## config.mk

```make
export PLATFORM = sky130hd
export DESIGN_NAME = dcf77_encoder_flat
export DESIGN_NICKNAME = d
export VERILOG_FILES = /design/src/rtl/dcf77_encoder_pkg.sv /design/src/rtl/dcf77_encoder_if.sv /design/src/rtl/dcf77_encoder_tick_gen.sv /design/src/rtl/dcf77_encoder.sv /design/src/flat_wrapper.sv
export SDC_FILE = /design/constraint.sdc
export NUM_CORES = 1
export LEC_CHECK = 0
export BUFFER_PORTS_ARGS = -buffer_cell sky130_fd_sc_hd__buf_2
export CORE_MARGIN = 3
export CORE_UTILIZATION = 40
export CTS_CLUSTER_SIZE = 24
export DETAILED_ROUTE_END_ITERATION = 7
export HOLD_SLACK_MARGIN = 0.12
export PLACE_DENSITY = 0.71
export SETUP_SLACK_MARGIN = 0.05
export SYNTH_ARGS = -nofsm -noshare
export SYNTH_HDL_FRONTEND = slang
export SYNTH_SLANG_ARGS = --single-unit
```

## constraint.sdc

```tcl
create_clock -name clk -period 2.4 [get_ports clk]
set_input_delay 0.36 -clock clk [delete_from_list [all_inputs] [get_ports clk]]
set_output_delay 0.36 -clock clk [all_outputs]
set_load 0.02 [all_outputs]
```

## src/rtl/dcf77_encoder_pkg.sv

```systemverilog
// Shared definitions for the DCF77 encoder: field layout of the time/date
// word, bit positions inside the 59-bit minute frame, FSM states and the
// frame builder.
package dcf77_encoder_pkg;

  localparam int TD_W      = 44;  // time/date word width
  localparam int SEC_W     = 6;   // second index width
  localparam int FRAME_LEN = 59;  // bits 0..58, index = second

  localparam logic [SEC_W-1:0] GAP_SEC = 6'd59;  // second without a pulse

  // Field LSB offsets inside the time/date word (seconds field sits above Z)
  localparam int TD_Z_LSB    = 35;
  localparam int TD_MIN_LSB  = 28;
  localparam int TD_HOUR_LSB = 22;
  localparam int TD_DAY_LSB  = 16;
  localparam int TD_WDAY_LSB = 13;
  localparam int TD_MON_LSB  = 8;
  localparam int TD_YEAR_LSB = 0;

  // Field widths
  localparam int MIN_W  = 7;
  localparam int HOUR_W = 6;
  localparam int DAY_W  = 6;
  localparam int WDAY_W = 3;
  localparam int MON_W  = 5;
  localparam int YEAR_W = 8;

  // Frame bit indices
  localparam int F_Z1    = 17;
  localparam int F_Z2    = 18;
  localparam int F_START = 20;
  localparam int F_MIN   = 21;
  localparam int F_P1    = 28;
  localparam int F_HOUR  = 29;
  localparam int F_P2    = 35;
  localparam int F_DAY   = 36;
  localparam int F_WDAY  = 42;
  localparam int F_MON   = 45;
  localparam int F_YEAR  = 50;
  localparam int F_P3    = 58;

  typedef enum logic [1:0] {
    ST_IDLE,   // line idle, waiting for enable and data
    ST_GAP,    // second 59: no pulse
    ST_PULSE,  // low part of a second
    ST_HOLD    // high remainder of a second
  } state_t;

  typedef logic [FRAME_LEN-1:0]  frame_t;
  typedef logic [TD_Z_LSB+1:0]   shadow_t;  // time/date word without seconds

  // Assemble one minute frame; all fields LSB first, parities even.
  function automatic frame_t build_frame(input shadow_t td);
    frame_t f;
    f = '0;
    f[F_Z1]              = td[TD_Z_LSB+1];
    f[F_Z2]              = td[TD_Z_LSB];
    f[F_START]           = 1'b1;
    f[F_MIN  +: MIN_W]   = td[TD_MIN_LSB  +: MIN_W];
    f[F_P1]              = ^td[TD_MIN_LSB +: MIN_W];
    f[F_HOUR +: HOUR_W]  = td[TD_HOUR_LSB +: HOUR_W];
    f[F_P2]              = ^td[TD_HOUR_LSB +: HOUR_W];
    f[F_DAY  +: DAY_W]   = td[TD_DAY_LSB  +: DAY_W];
    f[F_WDAY +: WDAY_W]  = td[TD_WDAY_LSB +: WDAY_W];
    f[F_MON  +: MON_W]   = td[TD_MON_LSB  +: MON_W];
    f[F_YEAR +: YEAR_W]  = td[TD_YEAR_LSB +: YEAR_W];
    f[F_P3]              = ^f[F_P3-1:F_DAY];
    return f;
  endfunction

endpackage

```

## src/rtl/dcf77_encoder_if.sv

```systemverilog
// Control/data bundle between the time source and the DCF77 encoder.
interface dcf77_encoder_if;
  import dcf77_encoder_pkg::*;

  logic              enable_in;
  logic [TD_W-1:0]   timeAndDate_in;
  logic              load_in;
  logic              frame_pending_out;
  logic              dcf_out;
  logic [SEC_W-1:0]  second_out;
  logic              bit_value_out;
  logic              minute_start_out;

  modport master (
    output enable_in, timeAndDate_in, load_in,
    input  frame_pending_out, dcf_out, second_out, bit_value_out, minute_start_out
  );

  modport slave (
    input  enable_in, timeAndDate_in, load_in,
    output frame_pending_out, dcf_out, second_out, bit_value_out, minute_start_out
  );
endinterface

```

## src/rtl/dcf77_encoder_tick_gen.sv

```systemverilog
// Cycle prescaler: counts clock cycles within one second and flags the last
// cycle of each second. A synchronous restart holds the count at zero.
module dcf77_encoder_tick_gen #(
  parameter int CLK_FREQ = 10000000,
  localparam int CNT_W   = $clog2(CLK_FREQ)
) (
  input  logic             clk,
  input  logic             rst_n,
  input  logic             restart,
  output logic             sec_tick,
  output logic [CNT_W-1:0] cycle
);

  assign sec_tick = (cycle == CNT_W'(CLK_FREQ - 1));

  // Cycle counter, wraps at the end of each second
  // NOTE: registers are written with <= so every flop samples pre-edge values.
  always_ff @(posedge clk or negedge rst_n) begin
    if (!rst_n)
      cycle <= '0;
    else if (restart || sec_tick)
      cycle <= '0;
    else
      cycle <= cycle + 1'b1;
  end

endmodule

```

## src/rtl/dcf77_encoder.sv

```systemverilog
// DCF77 pulse-stream generator: shadow register for the next minute's
// time/date, frame builder, second counter and pulse FSM.
module dcf77_encoder
  import dcf77_encoder_pkg::*;
#(
  parameter int CLK_FREQ = 10000000,
  parameter int LOW0_CYC = CLK_FREQ / 10,
  parameter int LOW1_CYC = CLK_FREQ / 5
) (
  input  logic            clk,
  input  logic            nReset,
  dcf77_encoder_if.slave  bus
);

  localparam int CNT_W = $clog2(CLK_FREQ);

  state_t            state_q, state_d;
  logic [SEC_W-1:0]  second_q, second_d;
  logic [SEC_W-1:0]  next_sec;
  shadow_t           shadow_q;
  frame_t            frame_q;
  logic              pending_q;
  logic              sent_q;
  logic              minute_start_q;
  logic              frame_start;
  logic              restart;
  logic              sec_tick;
  logic [CNT_W-1:0]  cycle;
  logic              cur_bit;
  logic              pulse_end;
  logic              unused_sec;

  // The seconds field of the time/date word is never transmitted.
  assign unused_sec = ^bus.timeAndDate_in[TD_W-1:TD_Z_LSB+2];

  // Prescaler sits at zero while idle so the first GAP is a full second.
  assign restart = (state_q == ST_IDLE);

  dcf77_encoder_tick_gen #(.CLK_FREQ(CLK_FREQ)) u_tick (
    .clk      (clk),
    .rst_n    (nReset),
    .restart  (restart),
    .sec_tick (sec_tick),
    .cycle    (cycle)
  );

  assign cur_bit   = frame_q[second_q];
  assign pulse_end = (cycle == (cur_bit ? CNT_W'(LOW1_CYC - 1) : CNT_W'(LOW0_CYC - 1)));
  assign next_sec  = second_q + 1'b1;

  // Next-state and second-counter logic
  // NOTE: every variable gets a default first so no path leaves it unassigned (no latch).
  always_comb begin
    state_d     = state_q;
    second_d    = second_q;
    frame_start = 1'b0;
    if (!bus.enable_in) begin
      state_d  = ST_IDLE;
      second_d = '0;
    end else begin
      case (state_q)
        ST_IDLE: begin
          if (pending_q || sent_q) begin
            state_d  = ST_GAP;
            second_d = GAP_SEC;
          end
        end
        ST_GAP: begin
          if (sec_tick) begin
            state_d     = ST_PULSE;
            second_d    = '0;
            frame_start = 1'b1;
          end
        end
        ST_PULSE: begin
          if (pulse_end)
            state_d = ST_HOLD;
        end
        ST_HOLD: begin
          if (sec_tick) begin
            second_d = next_sec;
            state_d  = (next_sec == GAP_SEC) ? ST_GAP : ST_PULSE;
          end
        end
        default: begin
          state_d  = ST_IDLE;
          second_d = '0;
        end
      endcase
    end
  end

  // FSM state, second counter and minute-start strobe
  always_ff @(posedge clk or negedge nReset) begin
    if (!nReset) begin
      state_q        <= ST_IDLE;
      second_q       <= '0;
      minute_start_q <= 1'b0;
    end else begin
      state_q        <= state_d;
      second_q       <= second_d;
      minute_start_q <= frame_start;
    end
  end

  // Shadow register and pending flag; a load beats the frame-start clear
  // NOTE: the wide data registers are reset too, so a frame after reset is all-zero data.
  always_ff @(posedge clk or negedge nReset) begin
    if (!nReset) begin
      shadow_q  <= '0;
      pending_q <= 1'b0;
    end else if (bus.load_in) begin
      shadow_q  <= bus.timeAndDate_in[TD_Z_LSB+1:0];
      pending_q <= 1'b1;
    end else if (frame_start) begin
      pending_q <= 1'b0;
    end
  end

  // Frame register is frozen for the whole minute once built
  always_ff @(posedge clk or negedge nReset) begin
    if (!nReset) begin
      frame_q <= '0;
      sent_q  <= 1'b0;
    end else if (frame_start) begin
      frame_q <= build_frame(shadow_q);
      sent_q  <= 1'b1;
    end
  end

  assign bus.dcf_out           = (state_q != ST_PULSE);
  assign bus.second_out        = second_q;
  assign bus.bit_value_out     = ((state_q == ST_PULSE) || (state_q == ST_HOLD)) && cur_bit;
  assign bus.minute_start_out  = minute_start_q;
  assign bus.frame_pending_out = pending_q;

endmodule

```

## src/flat_wrapper.sv

```systemverilog
// flat-port wrapper written by rule: the top's interface ports become plain ports
module dcf77_encoder_flat import dcf77_encoder_pkg::*;
#(
  parameter int CLK_FREQ = 10000000,
  parameter int LOW0_CYC = CLK_FREQ / 10,
  parameter int LOW1_CYC = CLK_FREQ / 5
)
  (clk, nReset, bus_enable_in, bus_timeAndDate_in, bus_load_in, bus_frame_pending_out, bus_dcf_out, bus_second_out, bus_bit_value_out, bus_minute_start_out);
  dcf77_encoder_if bus_i ();
  input  logic clk;
  input  logic nReset;
  input wire logic [$bits(bus_i.enable_in)-1:0] bus_enable_in;
  input wire logic [$bits(bus_i.timeAndDate_in)-1:0] bus_timeAndDate_in;
  input wire logic [$bits(bus_i.load_in)-1:0] bus_load_in;
  output wire logic [$bits(bus_i.frame_pending_out)-1:0] bus_frame_pending_out;
  output wire logic [$bits(bus_i.dcf_out)-1:0] bus_dcf_out;
  output wire logic [$bits(bus_i.second_out)-1:0] bus_second_out;
  output wire logic [$bits(bus_i.bit_value_out)-1:0] bus_bit_value_out;
  output wire logic [$bits(bus_i.minute_start_out)-1:0] bus_minute_start_out;
  assign bus_i.enable_in = bus_enable_in;
  assign bus_i.timeAndDate_in = bus_timeAndDate_in;
  assign bus_i.load_in = bus_load_in;
  assign bus_frame_pending_out = bus_i.frame_pending_out;
  assign bus_dcf_out = bus_i.dcf_out;
  assign bus_second_out = bus_i.second_out;
  assign bus_bit_value_out = bus_i.bit_value_out;
  assign bus_minute_start_out = bus_i.minute_start_out;
  dcf77_encoder #(.CLK_FREQ(CLK_FREQ), .LOW0_CYC(LOW0_CYC), .LOW1_CYC(LOW1_CYC)) u_core (.clk(clk), .nReset(nReset), .bus(bus_i));
endmodule
```

==> results_dict.tcl <==
set metrics [dict create \
    outcome "finished with violations" \
    violations "setup timing" \
    clkTransAtPathRegs_ps 80 \
    first_pass_iters 4 \
    cts_buffer_depth 2 \
    p_leak_uw 0.00303 \
    powerDensity_nw_per_um2 830 \
    syn_nets 579 \
    post-dp-hpwl_um 7800 \
    postRouteWirelength_um 11200 \
    crit_slowest_cell "mux4_2" \
    dieArea_um2 15200 \
    drt-vias-per-instance 5.07 \
    avgSynthCellArea_um2 10.5 \
    clock_latency_ps 350 \
    synth_area_um2 5500 \
    yosysTopAreaCell "dfrtp_1" \
    wl_per_cell_um 14.6 \
    critical_path_class "register to output pin" \
    synth_fa_ha_area_frac 0.0159 \
    port_buffers 50 \
    worst_pin_slew_ps 806 \
    startpoint_type "register" \
    die_y_um 123 \
    fin_crit_sh 1.04 \
    area_growth_pct 19.0 \
    dp_slack_ps -153 \
    first_iter_violations 240 \
    cpPeakStageDelay_ps 480 \
    grt.busiest_layer "met2" \
    place_congestion 0.850 \
    multiInputGateArea_um2 2610 \
    crit_chain "buf_12, mux2i_1, mux4_2, o22ai_2, a41oi_4, nor2_2, buf_6" \
    ys_seq_elements 112 \
    num_vias 3880 \
    skew_ps 9.62 \
    synth_cell_types 53 \
    grt_use_total 0.159 \
    synth_warnings 0 \
    netlist.area_leader.share 0.510 \
    max_freq_ghz 0.400 \
    ant_nets 0 \
    cts_buffers 9 \
    met3_usage 0.0435 \
    setup_viol 2 \
    ir_worst_vdd_uv 547 \
    instances_no_fill 766 \
    synthMostInstantiatedCell "nand2_1" \
    min_period_ps 2500 \
    fp.dieW_um 123 \
    synth_edf_count 0 \
    antenna_cells 0 \
    hold_viol_final 0 \
    fp-row-count 42 \
    grtUsageMet1 0.203 \
    first_global_vias 4000 \
    synth_top_family_by_area "simple AND/OR/NAND/NOR gates" \
    end_kind "output pin" \
    fillers 1236 \
    cts.htree.levels 3 \
    dpl.cell_count 745 \
    synth_simple_gate_area_frac 0.180 \
    drv_slew 0 \
    synth_common_cells "122 x nand2_1, 112 x dfrtp_1, 37 x mux2_2" \
    synthFlopType "dfrtp_1" \
    cp_top_family "multiplexers" \
    crit_arrival_ps 2140 \
    seqCellArea_um2 2810 \
    cts_num_sinks 112 \
    grt_start_max_net_pins 57 \
    drive_gt1_frac 0.264 \
    antenna_found_initial 0 \
    route.detailed.drc 0 \
    fin_ws_ps -102 \
    cp_max_fo 5 \
    ys_async_sr_fraction 1.00 \
    required_ps 2040 \
    nNetsFinal 640 \
    post_dp_cell_area_um2 6060 \
    final_util 0.490 \
    path_buf_inv 2 \
    grt_pass1_wl_um 19100 \
    synthCells 524 \
    grt_overflow 0 \
    synth_xor_area_frac 0.0828 \
    synth.area.top_cells "dfrtp_1 51%, nand2_1 8.3%, mux2_2 7.6%, xnor2_1 5.6%, mux4_2 2.9%" \
    num_io_pins 58 \
    finalInstanceArea_um2 6540 \
    coreArea_um2 13300 \
    yosysSeqAreaShare 0.510 \
    cts_tree "yes" \
    synth_compound_area_frac 0.0485 \
    setup_tns_ps -181 \
    start_util 0.412 \
    hold_path_class "input port to register" \
    root_buffer "clkbuf_16" \
    grt_use_met2 0.262 \
    rsz0062_at_grt "yes" \
    synth_mux_area_frac 0.133 \
    relSlewSlack 0.463 \
    cap_violations 0 \
]
[repair_timing]
item / 4_1_cts / 5_1_grt
buffers inserted: 1 / 2
hold buffers: 1 / 0
hold endpoints to repair: 36 / 0
gates cloned: 0 / 1
pin swaps: 2 / 4
resized for setup: 7 / 13
setup endpoints to repair: 3 / 12
[cells by family (layout without fill, tap and decap cells)]
| logic type | count (synthesis) | in the layout |
|---|---|---|
| AOI/OAI and AO/OA | 40 | 40 |
| adders and majority gates | 7 | 7 |
| muxes | 59 | 59 |
| DFF | 112 | 112 |
| and+or+nand+nor | 218 | 218 |
| xor gates and xnor gates | 52 | 52 |
| buffers and inverters | 36 | 102 |
[layout by cell type, fill, tap and decap left out, types with 9 or more instances in the layout]
cell type / count
nand2_1: 122
mux2_2: 37
buf_4: 22
xnor2_1: 35
a21oi_1: 12
dfrtp_1: 110
xor2_1: 17
nor2_1: 34
mux2i_1: 10
buf_2: 48
nand4_1: 9
nand3_1: 12
clkbuf_16: 10
[path summary, 6_finish.rpt]
path                                                      startpoint                                   end  slack, ps  cells after the start
worst max-delay path            u_core.bus.second_out[1]$_DFFE_PN0P_                     bus_bit_value_out       -100                      7
worst min-delay path                          bus_timeAndDate_in[32]       u_core.shadow_q[32]$_DFFE_PN0P_        230                      2
worst max register to register     u_core.u_tick.cycle[11]$_DFF_PN0_         u_core.state_q[0]$_DFFE_PN0P_        -80                      7
worst min register to register        u_core.frame_q[38]$_DFFE_PN0P_        u_core.frame_q[38]$_DFFE_PN0P_        470                      2
max in group asynchronous                                     nReset  u_core.bus.second_out[0]$_DFFE_PN0P_       1170                      3
min in group asynchronous                                     nReset        u_core.shadow_q[4]$_DFFE_PN0P_        540                      2
[per-layer routing]
metal / up-vias / part of all wire
met5: - / 0
li1: 1888 / -
met3: 11 / 0.036
met2: 58 / 0.50
met1: 1923 / 0.45
met4: 0 / 0.015
[layout make-up]
type,count,area share
flip-flops and latches,112,0.429
clock buffers,10,0.0350
clock inverters,6,0.0149
well taps,176,0.0337
inverters,7,0.00402
repair buffers,79,0.0847
multi-input cells,376,0.399
[registers in the layout, summed over array words and instances, names as in the netlist]
register / cells
u_core.shadow_q: 37
u_core.bus.minute_start_out: 1
u_core.state_q: 2
u_core.bus.frame_pending_out: 1
u_core.bus.second_out: 6
u_core.frame_q: 41
u_core.u_tick.cycle: 24
[metrics by stage]
stage / power, uW / hold slack (ps)
CTS: 5430 / 216
floorplan: 3280 / 64.4
finish: 5430 / 232
global route: 5740 / 216
detailed placement: 3720 / 361
global placement: 3670 / 362
[report_power, final]
group / leakage, uW / total, uW / switching (uW) / internal, uW
clock: 0.000160 / 1640 / 703 / 933
combinational: 0.00141 / 1560 / 807 / 749
sequential: 0.00146 / 2240 / 209 / 2030
(Power assumes the default switching activity.)
